**src/rtl/gate_bist.sv**
```systemverilog
// BIST sequencer: sweeps all input vectors of a small cell and checks its output.
// Optional GATE_BIST_OBS_EN adds OBS, the measured truth table.
module gate_bist #(
   parameter int N_IN = 3,
   parameter int SETTLE = 2,
   parameter logic [(1<<N_IN)-1:0] EXPECT = 8'h7F
) (
   input  logic                CLK,
   input  logic                R,
   input  logic                START,
   output logic [N_IN-1:0]     DUT_IN,
   input  logic                DUT_Y,
   output logic                BUSY,
   output logic                DONE,
   output logic                PASS,
   output logic [N_IN:0]       ERR_CNT,
`ifdef GATE_BIST_OBS_EN
   output logic [(1<<N_IN)-1:0] OBS,
`endif
   output logic [N_IN-1:0]     FAIL_IDX
);

   localparam int NV = 1 << N_IN;
   localparam int CW = (SETTLE > 1) ? $clog2(SETTLE) : 1;
   localparam logic [CW-1:0] CNT_INIT = (SETTLE > 0) ? CW'(SETTLE - 1) : '0;
   localparam logic [N_IN:0] ERR_MAX = (N_IN + 1)'(NV);

   typedef enum logic [2:0] {
      S_IDLE,
      S_APPLY,
      S_WAIT,
      S_SAMPLE,
      S_FIN
   } state_t;

   state_t          state;
   logic [N_IN-1:0] idx;
   logic [CW-1:0]   cnt;
   logic            miss;
   logic [N_IN:0]   err_nxt;

   always_comb begin
      miss    = (DUT_Y != EXPECT[idx]);
      err_nxt = ERR_CNT;
      if (miss && (ERR_CNT != ERR_MAX))
         err_nxt = ERR_CNT + 1'b1;
   end

   always_ff @(posedge CLK or negedge R) begin
      if (!R) begin
         state    <= S_IDLE;
         idx      <= '0;
         cnt      <= '0;
         DUT_IN   <= '0;
         BUSY     <= 1'b0;
         DONE     <= 1'b0;
         PASS     <= 1'b0;
         ERR_CNT  <= '0;
         FAIL_IDX <= '0;
`ifdef GATE_BIST_OBS_EN
         OBS      <= '0;
`endif
      end else begin
         unique case (state)
            S_IDLE, S_FIN: begin
               if (START) begin
                  state    <= S_APPLY;
                  idx      <= '0;
                  ERR_CNT  <= '0;
                  FAIL_IDX <= '0;
                  DONE     <= 1'b0;
                  PASS     <= 1'b0;
                  BUSY     <= 1'b1;
                  DUT_IN   <= '0;
`ifdef GATE_BIST_OBS_EN
                  OBS      <= '0;
`endif
               end
            end
            S_APPLY: begin
               if (SETTLE == 0) begin
                  state <= S_SAMPLE;
               end else begin
                  state <= S_WAIT;
                  cnt   <= CNT_INIT;
               end
            end
            S_WAIT: begin
               if (cnt == '0)
                  state <= S_SAMPLE;
               else
                  cnt <= cnt - 1'b1;
            end
            S_SAMPLE: begin
               ERR_CNT <= err_nxt;
               // only the first mismatch of a run is latched
               if (miss && (ERR_CNT == '0))
                  FAIL_IDX <= idx;
`ifdef GATE_BIST_OBS_EN
               OBS[idx] <= DUT_Y;
`endif
               if (idx == '1) begin
                  state  <= S_FIN;
                  DONE   <= 1'b1;
                  BUSY   <= 1'b0;
                  PASS   <= (err_nxt == '0);
                  DUT_IN <= '0;
               end else begin
                  state  <= S_APPLY;
                  idx    <= idx + 1'b1;
                  DUT_IN <= idx + 1'b1;
               end
            end
            default: state <= S_IDLE;
         endcase
      end
   end

endmodule

```
**config.mk**
```make
export PLATFORM = sky130hd
export DESIGN_NAME = gate_bist
export DESIGN_NICKNAME = d
export VERILOG_FILES = /design/src/rtl/gate_bist.sv
export SDC_FILE = /design/constraint.sdc
export NUM_CORES = 1
export LEC_CHECK = 0
export ABC_CLOCK_PERIOD_IN_PS = 3800
export CAP_MARGIN = 20
export CORE_MARGIN = 4
export CORE_UTILIZATION = 55
export CTS_BUF_LIST = sky130_fd_sc_hd__clkbuf_4 sky130_fd_sc_hd__clkbuf_8 sky130_fd_sc_hd__clkbuf_16
export CTS_CLUSTER_SIZE = 28
export DETAILED_ROUTE_END_ITERATION = 16
export HOLD_SLACK_MARGIN = 0.08
export PLACE_DENSITY = 0.82
export SYNTH_ARGS = -nofsm -noshare
export SYNTH_HDL_FRONTEND = slang
export SYNTH_SLANG_ARGS = --single-unit
```
**constraint.sdc**
```tcl
create_clock -name CLK -period 3.8 [get_ports CLK]
set_input_delay 0.76 -clock CLK [delete_from_list [all_inputs] [get_ports CLK]]
set_output_delay 0.76 -clock CLK [all_outputs]
set_load 0.1 [all_outputs]
```
==> impl_metrics.ini, run 1 <==
[clock_tree]
numCtsBuffers = 3
post_cts_buffers = 0
cts_root_buf = clkbuf_4
cts_tree = yes
clock_latency_ns = 0.30
cts.sinks = 20
clkTransAtPathRegs_ns = 0.12
clock_path_buffers = 2
cts_hold_buffers = 0
cts_resized = 0
h-tree-depth = 1

[cells_and_area]
drive_gt1_share_pct = 7.89
fill_cells = 130
synthToLayoutAreaGrowth_pct = 20.5
multiInputGateArea_um2 = 470
ff_latch_area_um2 = 500
antenna_cells = 0
final_nets = 123

[die]
die_h_um = 51.1
io_pins = 17
core-area_mm2 = 0.00175
start_util_pct = 58.6
die_w_um = 51.1
row_count = 15
dieArea_mm2 = 0.00261

[logic_synthesis]
synth_flop_cell = dfrtp_1
synth-seq-cells = 20
async_flop_share_pct = 100
synth_edf_count = 0
synth_area_mm2 = 0.00102
synth_fp_nets = 106
syn_inst = 98
synth.distinct_cells = 34
syn_avg_cell_area_um2 = 10.4
ys.warnings.count = 0
seq_area_frac_synth_pct = 48.9

[timing]
period_minus_slack_ns = 2.67
setup_violations = 0
relSlewSlack_pct = 35.0
rsz0062_at_grt = false
slew_violations = 0
skew_ns = 0.00616
worst_pin_slew_ns = 0.972
setup_tns_ns = 0
fin_crit_sh_pct = 70.3
max_freq_ghz = 0.374
finalHoldViolCount = 0

[drt]
dr_total_vias = 790
first_iter_violations = 17
wl_per_cell_um = 14.8
first_pass_iters = 5
antenna_left = 0
routed_via_density = 5.68
finalWirelength_mm = 2.06
drcViolationCount = 0

[critical_path]
path_buf_inv = 1
worstPathMaxFanout = 6
crit_required_ns = 3.04
crit_type = register to primary output
crit_family = buffers and inverters
cpPeakStageDelay_ns = 1.17
r2r_start = idx[0]
reg2reg_to = PASS
regToRegSetupSlack_ns = 1.73
critPathArrivalTime_ns = 1.91
reg2reg_depth = 6
path_cells = clkdlybuf4s50_1
slowest_stage = clkdlybuf4s50_1
cp-start-kind = register
critical_path.endpoint_type = primary output

[grt]
grt-ovfl-total = 0
grt_first_pass_wirelength_mm = 3.59
grt_pass1_vias = 799
antenna_found_initial = 0
grt.total_usage_pct = 18.3
grt_max_degree = 21

[placed_design]
port_buffers = 16
hpwl_mm = 1.49
gp_congestion = 0.888

[worst_hold_path]
hp-class = register to register
min_path_cells = 1
worstHoldEndpoint = DUT_IN[0]
hold_start = DUT_IN[0]

[outcome]
status = finished, final reports clean

[flow_run]
maxCapViolCount = 0
[kinds of logic after synthesis]
group,synth area share [%]
AOI/OAI and AO/OA,19.3
and+or+nand+nor,17.2
xor gates and xnor gates,3.42
buffers and inverters,5.13
DFF,48.9
adders and majority gates,4.89
muxes,1.10
[cells in the final DEF (no fill, tap or decap), drive strengths merged, types with 2 or more instances in the layout]
master | synthesis | routed
dfrtp | 20 | 20
clkdlybuf4s50 | 0 | 16
nand2 | 16 | 16
inv | 5 | 5
nor2 | 5 | 5
a21oi | 5 | 5
ha | 4 | 4
o21ai | 4 | 4
a22o | 3 | 3
xnor2 | 3 | 3
a32o | 3 | 3
clkbuf | 0 | 3
o21a | 2 | 2
o22ai | 2 | 2
and3b | 2 | 2
nor3 | 2 | 2
a21o | 2 | 2
nor2b | 2 | 2
o211ai | 2 | 2
[stage by stage]
| stage | worst slack [ns] | hold slack, ns | instance area (µm²) | std cells | utilization, % |
|---|---|---|---|---|---|
| after global routing | 1.08 | 0.536 | 1230 | 139 | 70.7 |
| after CTS | 1.11 | 0.502 | 1230 | 139 | 70.7 |
| after floorplan | 1.61 | 0.454 | 1020 | 98 | - |
| final | 1.13 | 0.496 | 1230 | 139 | 70.7 |
| after detailed placement | 1.46 | 0.464 | 1180 | 135 | 67.7 |
| after global placement | 1.49 | 0.465 | 1180 | 135 | 67.7 |
[cell type report]
type / instances / share of cell area [%]
clock buffers: 3 / 1.83
clock inverters: 1 / 2.43
inverters: 5 / 1.52
multi-input cells: 69 / 38.1
flip-flops and latches: 20 / 40.6
well taps: 25 / 2.54
repair buffers: 16 / 13.0
[cells in the mapped netlist (all sizes together), types with 2 or more instances]
cell type | count | area [µm²]
a32o | 3 | 30.0
nand2 | 16 | 67.6
ha | 4 | 50.1
nor2 | 5 | 18.8
and3b | 2 | 17.5
o22ai | 2 | 12.5
nor2b | 2 | 12.5
o21a | 2 | 15.0
a22o | 3 | 26.3
dfrtp | 20 | 500
o211ai | 2 | 20.0
o21ai | 4 | 20.0
inv | 5 | 18.8
a21o | 2 | 15.0
nor3 | 2 | 10.0
a21oi | 5 | 25.0
xnor2 | 3 | 26.3
buf | 4 | 33.8
[state kept, by name, indices dropped and copies added, names as in the netlist]
name	flops
BUSY	1
ERR_CNT	4
cnt	1
PASS	1
DUT_IN	3
DONE	1
state	3
FAIL_IDX	3
idx	3
[how the worst max path moves through the flow]
stage                     cells after the start       start  slack (ns)    endpoint
after floorplan                               6  ERR_CNT[0]        1.61        PASS
after global placement                        1  ERR_CNT[1]        1.49  ERR_CNT[1]
after detailed placement                      1  ERR_CNT[1]        1.46  ERR_CNT[1]
after CTS                                     1  ERR_CNT[1]        1.11  ERR_CNT[1]
after global routing                          1  ERR_CNT[0]        1.08  ERR_CNT[0]
final                                         1  ERR_CNT[1]        1.13  ERR_CNT[1]
[per-layer routing]
metal | part of all wire (%) | wire [µm] | up-vias | global-route usage, %
li1 | - | - | 384 | -
met1 | 46 | 953 | 378 | 25.7
met2 | 48 | 982 | 26 | 26.8
met3 | 5.6 | 115 | 2 | 2.92
met4 | 0.58 | 12 | 0 | 10.3
met5 | 0 | 0 | - | 0
Power of run 1 is not shown: default switching activity piles up to over one toggle a cycle in this logic, so the estimate is an artifact.
==> run 2, diff against run 1 <==
==> config.mk (replaced) <==
export PLATFORM = sky130hd
export DESIGN_NAME = gate_bist
export DESIGN_NICKNAME = d
export VERILOG_FILES = /design/src/rtl/gate_bist.sv
export SDC_FILE = /design/constraint.sdc
export NUM_CORES = 1
export LEC_CHECK = 0
export ABC_CLOCK_PERIOD_IN_PS = 2400
export CAP_MARGIN = 20
export CORE_MARGIN = 4
export CORE_UTILIZATION = 46
export CTS_BUF_LIST = sky130_fd_sc_hd__clkbuf_4 sky130_fd_sc_hd__clkbuf_8 sky130_fd_sc_hd__clkbuf_16
export CTS_CLUSTER_SIZE = 28
export DETAILED_ROUTE_END_ITERATION = 16
export HOLD_SLACK_MARGIN = 0.08
export PLACE_DENSITY = 0.73
export SYNTH_ARGS = -nofsm -noshare
export SYNTH_HDL_FRONTEND = slang
export SYNTH_SLANG_ARGS = --single-unit
==> constraint.sdc (replaced) <==
create_clock -name CLK -period 2.4 [get_ports CLK]
set_input_delay 0.48 -clock CLK [delete_from_list [all_inputs] [get_ports CLK]]
set_output_delay 0.48 -clock CLK [all_outputs]
set_load 0.1 [all_outputs]
==> run 2 against run 1 <==
Effect of this change:
- hold slack about the same
- sequential cell count is the same
- final area fell by 2.5%
- first-iteration DRC count is 35% lower
- sequential share of layout area increased by 1.1 points
- worst setup slack worse by 0.59 ns
- clock skew grew 0.0051 ns
==> impl_metrics.ini, run 2 (synthesis gave the netlist of run 1 again) <==
[critical_path]
regToRegSetupSlack_ns = 0.54
reg2reg_depth = 6
critical_path.endpoint_type = register
crit_type = register to register
critPathArrivalTime_ns = 2.09
worstPathMaxFanout = 4
r2r_start = idx[0]
reg2reg_to = PASS
cp-start-kind = register
crit_required_ns = 2.63

[cells_and_area]
final_cells = 143
final_common_cell = dfrtp_1
synthToLayoutAreaGrowth_pct = 17.5
final_nets = 125
drive_gt1_share_pct = 20.7
final_core_utilization_pct = 58.9
antenna_cells = 0
largest_reg_flops = 4
mostFrequentLayoutCells = dfrtp_1, nand2_1, buf_4
regMostFlops = ERR_CNT

[clock_tree]
clock_path_buffers = 2
cts_resized = 0
cts_root_buf = clkbuf_4
clock_latency_ns = 0.30
cts.sinks = 20
clkTransAtPathRegs_ns = 0.12
cts_hold_buffers = 0
h-tree-depth = 1
cts_tree = yes
post_cts_buffers = 0
numCtsBuffers = 3

[die]
dieArea_mm2 = 0.00304
row_count = 16
die_w_um = 55.2
start_util_pct = 50.1
die_h_um = 55.2
io_pins = 17
core-area_mm2 = 0.00204

[drt]
antenna_left = 0
finalWirelength_mm = 2.08
first_pass_iters = 4
wl_per_cell_um = 14.5
routed_via_density = 5.59
met1Wirelength_um = 965
first_iter_violations = 11
drcViolationCount = 0
dr_total_vias = 800
top_layer = met4
wl_met2_um = 996
wl_met3_um = 93

[timing]
slew_violations = 0
rsz0062_at_grt = false
worst_pin_slew_ns = 0.396
finalHoldViolCount = 0
max_freq_ghz = 0.538
skew_ns = 0.0113
setup_tns_ns = 0
relSlewSlack_pct = 73.4
period_minus_slack_ns = 1.86
fin_crit_sh_pct = 77.5
hold_slack_ns = 0.496
setup_violations = 0

[grt]
grt_first_pass_wirelength_mm = 3.46
antenna_found_initial = 0
grt-ovfl-total = 0
grt_pass1_vias = 739
grt_max_degree = 21
grt.total_usage_pct = 16.3

[placed_design]
port_buffers = 16
gp_congestion = 0.885
dpl.cell_count = 139
hpwl_mm = 1.53

[worst_hold_path]
hp-class = primary input to asynchronous set/reset pin

[outcome]
status = finished, final reports clean

[flow_run]
maxCapViolCount = 0
## run 2: cell types whose count changed in the layout (fill, tap and decap cells not counted), sizes merged
cell / change
clkdlybuf4s50: -13
bufinv: -1
clkbuf: +1
buf: +15
## run 2: how the worst max path moves through the flow
stage                           from   end  slack (ns)  cells after the start
after floorplan           ERR_CNT[0]  PASS        0.21                      6
after global placement         DUT_Y  PASS        0.51                      5
after detailed placement       DUT_Y  PASS        0.48                      5
after CTS                     idx[0]  PASS        0.54                      6
after global routing          idx[0]  PASS        0.42                      6
final                         idx[0]  PASS        0.54                      6
## run 2: layer usage
layer	vias up	global-route usage [%]
met2	19	25.2
met3	4	3.75
li1	383	-
met4	0	6.88
met5	-	0
met1	394	21.9
## run 2: area by class of cell
| cell class | instances | area, µm² |
|---|---|---|
| inverter | 5 | 18.8 |
| timing repair buffer | 18 | 143 |
| sequential | 20 | 500 |
| tap | 27 | 33.8 |
| fill | 199 | 840 |
| multi-input combinational | 69 | 470 |
| clock buffer | 4 | 36.3 |
## run 2: worst max-delay path, cell delays in order (launching register included)
cell and delay [ns]:
dfrtp_1 0.43, ha_1 0.21, ha_1 0.22, xor2_1 0.21
nor3_1 0.38, nand4b_1 0.16, o211ai_2 0.17
## run 2: per-stage QoR
stage                     setup slack, ns  cell area, µm²
after floorplan                     0.206            1020
after CTS                           0.542            1200
final                               0.540            1200
after detailed placement            0.478            1170
after global routing                0.422            1200
after global placement              0.512            1170
Power of run 2 is left out for the same reason.
